## src/rtl/local_inject_queue.sv

```systemverilog
// Flit/PV FIFO between the local core and the router inject stage; head is popped only on injectGrant.
// Optional head-starvation counter enabled by defining STARVE_CNT_EN.
module local_inject_queue #(
    parameter int FLIT_W    = 32,
    parameter int PV_W      = 5,
    parameter int DEPTH     = 4,
    parameter int CNT_W     = 4,
    parameter int STARVE_TH = 8
) (
    input  logic                     clk,
    input  logic                     reset,
    input  logic                     coreValid,
    input  logic [FLIT_W-1:0]        coreFlit,
    input  logic [PV_W-1:0]          corePV,
    output logic                     coreReady,
    output logic [FLIT_W-1:0]        dinLocal,
    output logic [PV_W-1:0]          PVLocal,
    output logic                     localValid,
    input  logic                     injectGrant,
    output logic [$clog2(DEPTH):0]   occupancy,
    output logic                     starve
);
    localparam int AW = $clog2(DEPTH);
    localparam logic [AW:0] FULL_CNT = (AW+1)'(DEPTH);

    logic [FLIT_W-1:0] flit_mem [DEPTH];
    logic [PV_W-1:0]   pv_mem   [DEPTH];
    logic [AW-1:0]     rd_ptr, wr_ptr;
    logic [AW:0]       count;
    logic              empty, full, push, pop;

    assign empty = (count == '0);
    assign full  = (count == FULL_CNT);
    assign push  = coreValid & ~full;
    assign pop   = injectGrant & ~empty;

    assign coreReady  = ~full;
    assign localValid = ~empty;
    assign occupancy  = count;
    assign dinLocal   = empty ? '0 : flit_mem[rd_ptr];
    assign PVLocal    = empty ? '0 : pv_mem[rd_ptr];

    // DEPTH is a power of two, so pointer wrap is plain modular increment
    always_ff @(posedge clk) begin
        if (reset) begin
            rd_ptr <= '0;
            wr_ptr <= '0;
            count  <= '0;
        end else begin
            if (push) wr_ptr <= wr_ptr + AW'(1);
            if (pop)  rd_ptr <= rd_ptr + AW'(1);
            case ({push, pop})
                2'b10:   count <= count + (AW+1)'(1);
                2'b01:   count <= count - (AW+1)'(1);
                default: count <= count;
            endcase
        end
    end

    // Storage is not reset; a write in a reset cycle is dropped
    always_ff @(posedge clk) begin
        if (push && !reset) begin
            flit_mem[wr_ptr] <= coreFlit;
            pv_mem[wr_ptr]   <= corePV;
        end
    end

`ifdef STARVE_CNT_EN
    logic [CNT_W-1:0] wait_cnt, wait_nxt;

    // Counts edges where the head is present but not granted
    always_comb begin
        wait_nxt = wait_cnt;
        if (pop || empty)
            wait_nxt = '0;
        else if (wait_cnt != '1)
            wait_nxt = wait_cnt + CNT_W'(1);
    end

    always_ff @(posedge clk) begin
        if (reset) begin
            wait_cnt <= '0;
            starve   <= 1'b0;
        end else begin
            wait_cnt <= wait_nxt;
            starve   <= (int'(wait_nxt) >= STARVE_TH);
        end
    end
`else
    assign starve = 1'b0;
`endif

endmodule
```

## config.mk

```make
export PLATFORM = sky130hd
export DESIGN_NAME = local_inject_queue
export DESIGN_NICKNAME = d
export VERILOG_FILES = /design/src/rtl/local_inject_queue.sv
export SDC_FILE = /design/constraint.sdc
export NUM_CORES = 1
export LEC_CHECK = 0
export BUFFER_PORTS_ARGS = -buffer_cell sky130_fd_sc_hd__clkbuf_2
export CORE_MARGIN = 10
export CORE_UTILIZATION = 40
export CTS_BUF_LIST = sky130_fd_sc_hd__clkbuf_4 sky130_fd_sc_hd__clkbuf_8 sky130_fd_sc_hd__clkbuf_16
export CTS_CLUSTER_SIZE = 25
export DETAILED_ROUTE_END_ITERATION = 6
export GPL_TIMING_DRIVEN = 0
export PLACE_DENSITY = 0.64
export SETUP_SLACK_MARGIN = 0.05
export SLEW_MARGIN = 20
export SYNTH_ARGS = -nofsm -noshare
export SYNTH_HDL_FRONTEND = slang
export SYNTH_SLANG_ARGS = --single-unit
```

## constraint.sdc

```tcl
create_clock -name clk -period 6.2 [get_ports clk]
set_input_delay 0.93 -clock clk [delete_from_list [all_inputs] [get_ports clk]]
set_output_delay 0.93 -clock clk [all_outputs]
set_load 0.02 [all_outputs]
```

==> results.md <==
- Largest net degree at the start of global routing: 17
- Global-route wire length before repair: between 15,000 and 20,000 microns
- Reg power frac: roughly 37%
- Count of state elements after synthesis: 157
- Final #Nets: 458
- Total gr overflow: 0
- Placed cells: just under 600
- Detail Route Antenna Nets: 0
- Slew Limit Fails: 0
- Mapped Area: 0.00610 sq mm
- # setup viols final: 0
- CTS sink cnt: 157
- Worst vdd ir: 156 uV
- Clk_skew: 8.16 ps
- Residual DRC: 0
- Post-route cell area: 0.00758 sq mm
- Die W: 143 microns
- Post-synth EDFFs: 148
- Starting DRT DRC Count: 156
- Min-delay src: rd_ptr[1]
- Net count after synthesis: ~340
- Int Pwr: 2.35 mW
- Crit. End Element: primary output
- # rows: 45
- Power Density: about 450 mW/mm^2
- Cells after synthesis: 290
- Sequential element share of the synthesized area: approximately three quarters
- R2R cell count: 9
- Final period utilization: 50.1%
- Placer Congestion: 0.692
- Asr flop ratio synth: 0%
- Register Area: 0.00462 sq mm
- Minimum clock period: 3100 ps
- Final hold vios: 0
- DR vias: 3,013
- Routed wire length per instance: 19.2 microns
- Root Buffer: clkbuf_16
- Via density: 4.92
- Critical Path RT: between 5000 and 6000 ps
- Global Route Usage Sum: 12.3%
- Die Ht: 143 microns
- Avg Synthesized Cell Area: 21.0 sq um
- Post-cts hold buffer count: 0
- Die ar.: 0.0206 sq mm
- Fill cells: between 1,000 and 1,500
- Hold Path Cell Cnt: 2
- Postcts setup bufs: 0
- Final Instance Count excl. Fillers: 613
- Multi-input gate area: 0.00137 sq mm
- Cell variety after synth: 28
- PostCTS Resize Cnt: 0
- Crit Path Class: register to primary output
- Vias in the first global route: approximately 3,300
- Worst-path maximum fanout: 10
- RSZ-0062 raised after global routing: false
- Max Clk Rate: around 320 MHz
- Sw frac: 30.6%
- CTS Buf Count: 17
- Clock Power Share: 33.0%
- Number of synthesis warnings: 0
- Slew @ Worst Pin: ~650 ps
- Min-Delay Path Class: register to register
- Switch Pwr: approximately 1.0 mW
- Overall power: 3.39 mW
- DRT Pass-1 Iters: 7
- I/O Buffers: between 80 and 90
- Starting Density: 40.4%
- Area growth syn-to-layout: 24.2%
- Dpl hpwl: 8250 microns
- IO Pins: between 80 and 90
- CTS H-tree lvls: 4
- Crit path arrival time: about 2200 ps
- Clock latency on the worst-skew pair: ~420 ps
- CTS Buffer Depth: 2
- Core Area: around 0.015 sq mm
- Relative slew slack: 56.8%
- Lkg Pwr: 2.67 nW
- Ys flop type: edfxtp_1
- Outcome: finished, final reports clean
- Max Cap Viol: 0
- Initial antenna violation count: 1
- Final WL: 11,800 microns
- Layout cells sized above 1: roughly 44%
- CTS tree: yes
- R2r startpoint: occupancy[2]
- Placed cell area: 0.00693 sq mm
- Clock slew seen by the registers of the worst setup and hold paths: 60 ps
- Setup crit start: occupancy[0]
- Combinational share of power: between 20% and 30%
- Critical Path Start Type: register
-- metal layers --
metal,up-vias,global-route usage (%),share of wire [%]
met5,-,0,0
met4,0,6.13,1.9
met3,16,3.93,6.7
met2,78,20.6,52
met1,1521,13.9,39
li1,1398,-,-
-- stage by stage --
step | TNS (ps) | utilization (%) | setup WS [ps] | hold slack (ps)
floorplan | 0 | - | 1800 | 459
global placement | -108460 | 44.7 | -772 | 474
detailed placement | 0 | 45.9 | 3360 | 487
CTS | 0 | 50.2 | 3020 | 497
global route | 0 | 50.2 | 2880 | 552
finish | 0 | 50.2 | 3100 | 496
-- area by class of cell --
class / instances / area share, %
Buffer: 14 / 1.22
Inverter: 8 / 0.396
Timing Repair Buffer: 102 / 7.60
Antenna cell: 1 / 0.0330
Tap cell: 188 / 3.10
Sequential cell: 157 / 61.0
Clock buffer: 17 / 5.62
Multi-Input combinational cell: 111 / 18.1
Clock inverter: 15 / 2.89
-- final timing paths --
| kind | to | slack (ps) |
|---|---|---|
| max | dinLocal[18] | 3100 |
| min | register | 500 |
| max reg2reg | occupancy[2] | 3510 |
| min reg2reg | register | 500 |
-- cell families (layout without fill, tap and decap cells) --
logic type | Yosys count | after routing | synth area share, %
mux | 39 | 39 | 14.1
xor+xnor | 3 | 3 | 0.431
other cells | 1 | 2 | 0.0615
compound gates | 6 | 6 | 0.533
fa+ha+maj | 6 | 6 | 1.35
buf+inv | 22 | 156 | 2.01
flops | 157 | 157 | 75.8
simple gates | 56 | 56 | 5.70
-- layout by cell type (no fill, tap or decap) --
cell / instances
dfxtp_1: 9
diode_2: 1
o21ai_0: 2
bufinv_16: 5
buf_4: 17
clkinv_1: 3
clkbuf_2: 83
mux2_4: 1
nor2b_1: 37
buf_6: 8
or3_1: 1
nor3_2: 1
inv_6: 2
conb_1: 1
clkbuf_16: 17
or3b_4: 1
and2_4: 1
ha_1: 5
edfxtp_1: 148
fa_1: 1
mux4_2: 37
nand2b_1: 2
clkinv_4: 4
o31ai_1: 1
clkbuf_1: 4
nor3b_2: 4
a21oi_1: 3
mux2i_1: 1
nor2_1: 7
or3_2: 1
xor2_1: 3
clkinv_2: 1
inv_1: 8
nand2_1: 1
buf_2: 4
-- flip-flops by register name (all words and copies together), names as in the netlist, named ones only --
register / cells
pv_mem: 20
flit_mem: 128
rd_ptr: 2
wr_ptr: 2
occupancy: 3
-- critical path: stages (launching register included) --
cell and delay (ps):
dfxtp_1 380, nor3_2 280, buf_2 310, clkbuf_1 470, nor2b_1 130, clkbuf_2 180
-- power by group through the flow --
stage | clock (mW) | combinational [mW] | sequential, mW
global placement | 0 | 1.02 | 1.29
global route | 1.19 | 1.12 | 1.27
finish | 1.12 | 1.01 | 1.26
detailed placement | 0 | 1.04 | 1.28
CTS | 1.14 | 1.05 | 1.26
floorplan | 0 | 0.684 | 1.29
-- cells in the mapped netlist (all sizes together) (2+ instances only) --
master	instances	area share, %
nor2b	37	3.8
nor3b	4	0.49
mux4	37	14
clkbuf	5	0.33
o21ai	2	0.16
edfxtp	148	73
buf	9	1.2
or3	2	0.23
dfxtp	9	3.0
nand2b	2	0.21
xor2	3	0.43
a21oi	3	0.25
nor2	7	0.43
ha	5	1.0
inv	8	0.49
No activity file was read; power rests on OpenSTA's default activity.
